File: config.mk
export PLATFORM = sky130hd
export DESIGN_NAME = alu_multicycle
export DESIGN_NICKNAME = d
export VERILOG_FILES = /design/src/rtl/alu_multicycle.sv
export SDC_FILE = /design/constraint.sdc
export NUM_CORES = 1
export LEC_CHECK = 0
export ABC_AREA = 1
export ABC_CLOCK_PERIOD_IN_PS = 4700
export BUFFER_PORTS_ARGS = -buffer_cell sky130_fd_sc_hd__buf_2
export CAP_MARGIN = 0
export CORE_MARGIN = 1.5
export CORE_UTILIZATION = 45
export DETAILED_ROUTE_END_ITERATION = 6
export GPL_TIMING_DRIVEN = 0
export HOLD_SLACK_MARGIN = 0.12
export SYNTH_ARGS = -nofsm -noshare
export SYNTH_HDL_FRONTEND = slang
export SYNTH_SLANG_ARGS = --single-unit
File: constraint.sdc
create_clock -name clk -period 4.7 [get_ports clk]
set_input_delay 0.235 -clock clk [delete_from_list [all_inputs] [get_ports clk]]
set_output_delay 0.235 -clock clk [all_outputs]
set_load 0.005 [all_outputs]
File: src/rtl/alu_multicycle.sv
// Registered EX-stage ALU: single-cycle logic/add/sub/slt plus iterative
// unsigned shift-add multiply and restoring divide behind a start/busy/done handshake.
module alu_multicycle #(
  parameter int WIDTH = 32,
  parameter int CNT_W = 6
) (
  input  logic             clk,
  input  logic             rst,
  input  logic             start,
  input  logic [2:0]       op,
  input  logic [WIDTH-1:0] a,
  input  logic [WIDTH-1:0] b,
  output logic             busy,
  output logic             done,
  output logic [WIDTH-1:0] y,
  output logic [WIDTH-1:0] y_hi,
  output logic             zero,
  output logic             overflow,
  output logic             div_by_zero
);

  typedef enum logic [1:0] {
    IDLE = 2'd0,
    EXEC = 2'd1,
    FIN  = 2'd2
  } state_t;

  localparam logic [2:0] OP_AND = 3'd0;
  localparam logic [2:0] OP_OR  = 3'd1;
  localparam logic [2:0] OP_ADD = 3'd2;
  localparam logic [2:0] OP_SUB = 3'd3;
  localparam logic [2:0] OP_SLT = 3'd4;
  localparam logic [2:0] OP_MUL = 3'd5;
  localparam logic [2:0] OP_DIV = 3'd6;

  localparam logic [CNT_W-1:0] LAST_ITER = CNT_W'(WIDTH - 1);

  state_t           state;
  logic [2:0]       op_q;
  logic [WIDTH-1:0] opnd;
  logic [WIDTH-1:0] acc_hi;
  logic [WIDTH-1:0] acc_lo;
  logic [CNT_W-1:0] cnt;

  logic [WIDTH-1:0] sum;
  logic [WIDTH-1:0] diff;
  logic [WIDTH-1:0] imm_y;
  logic [WIDTH-1:0] imm_hi;
  logic             imm_ov;
  logic             imm_dbz;
  logic             is_multi;

  logic [WIDTH:0]   mul_sum;
  logic [WIDTH:0]   div_sh;
  logic [WIDTH:0]   div_diff;
  logic             div_ok;
  logic [WIDTH-1:0] step_hi;
  logic [WIDTH-1:0] step_lo;

  function automatic logic signed_ovf(input logic sa, input logic sb,
                                      input logic sr, input logic is_sub);
    if (is_sub) begin
      signed_ovf = (sa != sb) && (sr != sa);
    end else begin
      signed_ovf = (sa == sb) && (sr != sa);
    end
  endfunction

  // Results of the ops that complete at the accepting edge.
  always_comb begin
    sum      = a + b;
    diff     = a - b;
    imm_y    = {WIDTH{1'b0}};
    imm_hi   = {WIDTH{1'b0}};
    imm_ov   = 1'b0;
    imm_dbz  = 1'b0;
    is_multi = 1'b0;
    case (op)
      OP_AND: imm_y = a & b;
      OP_OR:  imm_y = a | b;
      OP_ADD: begin
        imm_y  = sum;
        imm_ov = signed_ovf(a[WIDTH-1], b[WIDTH-1], sum[WIDTH-1], 1'b0);
      end
      OP_SUB: begin
        imm_y  = diff;
        imm_ov = signed_ovf(a[WIDTH-1], b[WIDTH-1], diff[WIDTH-1], 1'b1);
      end
      OP_SLT: imm_y = ($signed(a) < $signed(b)) ? {{(WIDTH-1){1'b0}}, 1'b1} : {WIDTH{1'b0}};
      OP_MUL: is_multi = 1'b1;
      OP_DIV: begin
        if (b == {WIDTH{1'b0}}) begin
          imm_y   = {WIDTH{1'b1}};
          imm_hi  = a;
          imm_dbz = 1'b1;
        end else begin
          is_multi = 1'b1;
        end
      end
      default: imm_y = {WIDTH{1'b0}};
    endcase
  end

  // One iteration of shift-add multiply or restoring divide on the work registers.
  always_comb begin
    mul_sum  = {1'b0, acc_hi} + (acc_lo[0] ? {1'b0, opnd} : {(WIDTH+1){1'b0}});
    div_sh   = {acc_hi, acc_lo[WIDTH-1]};
    div_diff = div_sh - {1'b0, opnd};
    div_ok   = ~div_diff[WIDTH];
    if (op_q == OP_MUL) begin
      step_hi = mul_sum[WIDTH:1];
      step_lo = {mul_sum[0], acc_lo[WIDTH-1:1]};
    end else begin
      step_hi = div_ok ? div_diff[WIDTH-1:0] : div_sh[WIDTH-1:0];
      step_lo = {acc_lo[WIDTH-2:0], div_ok};
    end
  end

  // Control FSM with registered handshake, results and flags.
  always_ff @(posedge clk or posedge rst) begin
    if (rst) begin
      state       <= IDLE;
      op_q        <= 3'd0;
      opnd        <= {WIDTH{1'b0}};
      acc_hi      <= {WIDTH{1'b0}};
      acc_lo      <= {WIDTH{1'b0}};
      cnt         <= {CNT_W{1'b0}};
      busy        <= 1'b0;
      done        <= 1'b0;
      y           <= {WIDTH{1'b0}};
      y_hi        <= {WIDTH{1'b0}};
      zero        <= 1'b0;
      overflow    <= 1'b0;
      div_by_zero <= 1'b0;
    end else begin
      case (state)
        IDLE: begin
          if (start) begin
            op_q        <= op;
            overflow    <= 1'b0;
            div_by_zero <= 1'b0;
            if (is_multi) begin
              state  <= EXEC;
              busy   <= 1'b1;
              cnt    <= {CNT_W{1'b0}};
              acc_hi <= {WIDTH{1'b0}};
              // Multiplier shifts out of acc_lo; dividend shifts out of acc_lo.
              if (op == OP_MUL) begin
                acc_lo <= b;
                opnd   <= a;
              end else begin
                acc_lo <= a;
                opnd   <= b;
              end
            end else begin
              state       <= FIN;
              done        <= 1'b1;
              y           <= imm_y;
              y_hi        <= imm_hi;
              zero        <= (imm_y == {WIDTH{1'b0}});
              overflow    <= imm_ov;
              div_by_zero <= imm_dbz;
            end
          end
        end
        EXEC: begin
          acc_hi <= step_hi;
          acc_lo <= step_lo;
          cnt    <= cnt + {{(CNT_W-1){1'b0}}, 1'b1};
          if (cnt == LAST_ITER) begin
            state <= FIN;
            busy  <= 1'b0;
            done  <= 1'b1;
            y     <= step_lo;
            y_hi  <= step_hi;
            zero  <= (step_lo == {WIDTH{1'b0}});
          end
        end
        FIN: begin
          done  <= 1'b0;
          state <= IDLE;
        end
        default: begin
          state <= IDLE;
          busy  <= 1'b0;
          done  <= 1'b0;
        end
      endcase
    end
  end

endmodule
# --- After elaboration in Yosys (flattened, before gate mapping) ---
# Index checks and enable logic that the tools add are counted.
classes:
  n_addsub: 5
  order_cmp: 1
  eq_ne: 18
  muxes: 51
  bitwise: 4
  n_reduce_logical: 15
op_table:
  columns: ["operator", "n"]
  rows:
  - ["2-to-1 mux 32 bit", 19]
  - ["one-hot mux 32 bit (2 select lines)", 4]
  - ["one-hot mux 32 bit (6 select lines)", 1]
  - ["logical NOT 32 bit", 3]
  - ["adder 32 x 32 -> 33 bit", 1]
  - ["subtractor 33 x 32 -> 33 bit", 1]
  - ["adder 32 bit", 1]
  - ["bitwise AND 32 bit", 1]
  - ["< comparator 32 bit", 1]
  - ["bitwise OR 32 bit", 1]
  - ["subtractor 32 bit", 1]
  - ["2-to-1 mux 1 bit", 15]
  - ["== test 3 bit (second input constant)", 4]
  - ["2-to-1 mux 6 bit", 2]
  - ["one-hot mux 6 bit (2 select lines)", 1]
  - ["AND reduction 3 bit", 3]
  - ["!= test 2 bit (second input constant)", 4]
  - ["one-hot mux 1 bit (2 select lines)", 4]
  - ["AND reduction 4 bit", 2]
  - ["adder 6 x 1 -> 6 bit (second input constant)", 1]
  - ["== test 3 x 2 -> 1 bit (second input constant)", 2]
  - ["== test 6 x 5 -> 1 bit (second input constant)", 1]
  - ["2-to-1 mux 2 bit", 3]
  - ["one-hot mux 2 bit (2 select lines)", 1]
  - ["12 further kinds", 17]
totals:
  ff_bits: 176
  out_inout_bits: 69
  elab_cells: 107

# --- Longest topological paths before layout ---
logic_depth:
  ltp_word: 7
  ltp_mapped: 23
  depth_no_buf: 21

# --- Least setup slack after synthesis ---
# OpenSTA, ideal clock, no wires.
synth_path:
  path_kind: "flip-flop to flip-flop"
  from: "reg acc_lo[0]"
  to: "reg y_hi[18]"
  setup_ns: 0.122
  t_arrival_ns: 2.430
  required_time_ns: 4.578
  slack_ns: 2.148
  stages_incl_launch_ff: 20
  path_buffers: 2
  synth_period_minus_slack_ns: 2.552
  cell_sequence: "dfrtp_1 clkbuf_1 clkbuf_1 nand2_1 inv_1 ha_1 a21oi_1 o21ai_1 a21oi_1 o21ai_1 a21oi_1 inv_1 nand2_1 nand2_1 nand2_1 nand3_1 nand2_1 inv_1 nand2_1 a21oi_1"
synth_between:
  elab_chain_cells: 5
synth_rtl:
  columns: ["element", "line_no", "text"]
  rows:
  - ["from (decl)", "42", "logic [WIDTH-1:0] acc_lo;"]
  - ["from (signal assigned)", "126", "acc_lo <= {WIDTH{1'b0}};"]
  - ["from (signal assigned)", "168", "acc_lo <= step_lo;"]
  - ["2-to-1 mux 32 bit", "106", "mul_sum = {1'b0, acc_hi} + (acc_lo[0] ? {1'b0, opnd} : {(WIDTH+1){1'b0}});"]
  - ["adder 32 x 32 -> 33 bit", "106", null]
  - ["2-to-1 mux 32 bit", "110", "if (op_q == OP_MUL) begin"]
  - ["2-to-1 mux 32 bit", "170", "if (cnt == LAST_ITER) begin"]
  - ["one-hot mux 32 bit (2 select lines)", "136", "case (state)"]
  - ["to (signal assigned)", "131", "y_hi <= {WIDTH{1'b0}};"]
  - ["to (signal assigned)", "159", "y_hi <= imm_hi;"]
  - ["to (signal assigned)", "175", "y_hi <= step_hi;"]
  - ["to (decl)", "16", "output logic [WIDTH-1:0] y_hi,"]
# Every way passes these cells. The select of a mux whose other input is x is not followed.
# A chain may end at the register's enable or synchronous reset.

# --- Final worst setup path ---
layout_path:
  from: "reg acc_lo[0]"
  to: "reg y_hi[30]"
# Same word-level chain as after synthesis.

==> impl_metrics.tcl <==
set metrics [dict create \
    rrSetupSlack_ns 0.86 \
    worst_pin_slew_ns 1.17 \
    antenna_left 0 \
    synth_flop_cell "dfrtp_1" \
    dieArea_sq_um 44900 \
    relSlewSlack_pct 21.2 \
    final_layout_size_suffix_gt1_share_pct 8.72 \
    finalWeightedCongestion 1.07 \
    slew_violations 0 \
    synth_edf_count 0 \
    vias_per_cell 5.69 \
    cts-hold-fix-buffers 2 \
    cts_tree "done" \
    finalWirelength_um 89300 \
    syn_avg_cell_area_sq_um 6.06 \
    synth_top_family_by_area "simple AND/OR/NAND/NOR gates" \
    drc 0 \
    min_from "op[1]" \
    worstSetupPathType "register to register" \
    clock.fmax_ghz 0.260 \
    synthCells 3242 \
    synth-xor-area-share_pct 1.47 \
    cp.arrival_ns 4.22 \
    async_flop_share_pct 100 \
    r2r_end "y_hi[30]" \
    rows 76 \
    irDropWorstVdd_v 0.000444 \
    initial_core_util_pct 45.6 \
    post_cts_resized 0 \
    yosys_warnings 0 \
    cts_buffer_depth 2 \
    period_share_pct 81.7 \
    clock_sinks 176 \
    maxCapViolCount 0 \
    placed_area_sq_um 21200 \
    die_w_um 212 \
    post-cts-setup-buffers 0 \
    cp-start-kind "register" \
    regToRegStartpoint "acc_lo[0]" \
    routedWlPerCell_um 22.3 \
    netlist.top_cell.by_area "dfrtp_1" \
    grt_usage_pct 39.7 \
    synthMuxAreaShare_pct 0.764 \
    worstRegToRegCells 16 \
    crit_path_max_fanout 10 \
    synthTopCellsByArea "dfrtp_1, nand2_1, ha_1" \
    drt_iter0_markers 2312 \
    switching_share_pct 55.1 \
    setup_tns_ns 0 \
    clkPwrFrac_pct 11.4 \
    grt-ovfl-total 0 \
    syn-num-nets 3489 \
    seq_area_frac_synth_pct 22.4 \
    yosys.area_share.simple_pct 34.3 \
    root_buffer "clkbuf_16" \
    hp-class "input pin to register" \
    period_minus_slack_ns 3.84 \
    status "completed" \
    p_per_area_nw_per_um2 598 \
    firstDrtPassIters 7 \
    cts_max_level 4 \
    pwr-share-seq_pct 22.3 \
    dp_hpwl_um 75600 \
    dr_total_vias 22781 \
    final_nets 3652 \
    design.portCount 139 \
    syn_area_sq_um 19600 \
    synth_top_cell_area_share_pct 22.4 \
    cp-end-kind "register" \
    cts_buffers 17 \
    rsz0062_at_grt "false" \
    worstSkewPairLatency_ns 0.46 \
    p_int_mw 5.85 \
    synthAdderAreaFrac_pct 11.4 \
    leakagePower_nw 11.7 \
    setup_violations 0 \
    skew_ns 0.0139 \
    cp.required_ns 5.08 \
    grt_max_degree 42 \
    power_switching_mw 7.17 \
    grt_pass1_vias 21638 \
    hold_end "op_q[1]" \
    synth-seq-cells 176 \
    hold_depth 3 \
    design_area_sq_um 21800 \
    finalPower_mw 13.0 \
    antenna_found_initial 4 \
    clkTransAtPathRegs_ns 0.07 \
    die_h_um 212 \
    synth_compound_area_share_pct 17.6 \
    io_buffer_count 138 \
    syn_to_final_growth_pct 10.8 \
    hold_viol 0 \
    coreArea_sq_um 43100 \
    synth_cell_type_count 55 \
    grt_pass1_wl_um 131000 \
    pwr-share-comb_pct 66.4 \
]
power groups by stage:
stage	clock network [mW]	logic (mW)	registers, mW
floorplan	0	5.72	2.66
global placement	0	8.27	2.87
detailed placement	0	8.41	2.87
CTS	1.48	8.45	2.86
global route	1.54	9.45	2.93
finish	1.48	8.64	2.90
worst max-delay path, stage by stage, from the launching register on:
cell and delay [ns]:
dfrtp_1 0.33, clkbuf_1 0.39, clkbuf_1 0.54, nand2_1 0.11, inv_1 0.09, ha_1 0.28
a21oi_1 0.22, o21ai_1 0.11, a21oi_1 0.23, o21ai_1 0.19, a21oi_1 0.40, inv_1 0.15
nand2_1 0.12, nand3_1 0.08, nand3_1 0.13, nand3_1 0.20, a21oi_1 0.19
logic make-up (layout without fill, tap and decap cells):
family          count (synthesis)  after routing
mux                            15             15
simple gates                 1635           1635
buf+inv                       602            778
compound gates                604            604
xor+xnor                       33             33
flops                         176            176
other cells                     0              2
fa+ha+maj                     177            177
flip-flops by register name (all words and copies together) (netlist names):
name,cells
acc_hi,32
acc_lo,32
busy,1
cnt,6
div_by_zero,1
done,1
op_q,3
opnd,32
overflow,1
state,2
y,32
y_hi,32
zero,1
how the worst max path moves through the flow:
stage	startpoint	endpoint	slack [ns]	cells past startpoint
4_1_cts	acc_lo[0]	y_hi[30]	0.92	16
6_report	acc_lo[0]	y_hi[30]	0.86	16
3_3_place_gp	acc_lo[0]	y_hi[30]	0.97	16
3_5_place_dp	acc_lo[0]	y_hi[30]	0.94	16
2_1_floorplan	acc_lo[0]	y_hi[18]	2.15	19
5_1_grt	acc_lo[0]	y_hi[18]	0.61	18
cells in the mapped netlist (15+ instances only):
library cell  instances
o211ai_1             38
a21oi_1             218
inv_1               477
nand4_1              34
nand3_1             212
nor3_1               31
nand2_1             909
mux2i_1              15
dfrtp_1             176
o22ai_1              33
o21ai_0             173
nor2_1              385
xnor2_1              20
clkbuf_1             54
buf_2                37
ha_1                173
or2_2                26
o21ai_1              17
a31oi_1              66
final cells by class:
type	count	area (sq um)
flip-flops and latches	176	4400
diodes	2	5.00
clock inverters	15	171
inverters	488	1840
plain buffers	114	538
repair buffers	144	791
clock buffers	17	425
well taps	585	732
fillers	4645	21300
multi-input cells	2464	12900
metal layers:
layer | GRT usage [%] | share of wire [%] | vias to the layer above
met1 | 47.2 | 39 | 10670
met4 | 25.9 | 7.3 | 0
met2 | 67.1 | 47 | 1074
met3 | 5.50 | 6.9 | 273
met5 | 0 | 0 | -
li1 | - | - | 10764
metrics by stage:
step | util, % | setup slack, ns | std cells | hold WS [ns]
6_report | 50.5 | 0.859 | 4005 | 0.141
5_1_grt | 50.5 | 0.606 | 4005 | 0.169
4_1_cts | 50.5 | 0.920 | 4003 | 0.136
3_5_place_dp | 49.1 | 0.940 | 3969 | 0.296
3_3_place_gp | 48.9 | 0.975 | 3965 | 0.471
2_1_floorplan | - | 2.15 | 3242 | 0.373
placed cells by master (no fill, tap or decap), types with 8 or more instances in the layout:
| cell type | count |
|---|---|
| buf_1 | 11 |
| clkbuf_1 | 54 |
| clkbuf_16 | 17 |
| nor3_1 | 31 |
| inv_1 | 476 |
| a31oi_1 | 66 |
| xnor2_1 | 20 |
| nand3_1 | 212 |
| o21ai_0 | 173 |
| nand4_1 | 34 |
| or2_2 | 26 |
| buf_2 | 175 |
| mux2i_1 | 15 |
| a21oi_1 | 218 |
| nor2_1 | 385 |
| o21bai_1 | 13 |
| o211ai_1 | 38 |
| nand2_1 | 909 |
| o21ai_1 | 17 |
| xor2_1 | 13 |
| nand3b_1 | 8 |
| dfrtp_1 | 176 |
| a21o_1 | 13 |
| ha_1 | 173 |
| o22ai_1 | 33 |
| inv_2 | 10 |
Note: power is estimated with default switching activity, not from simulation.
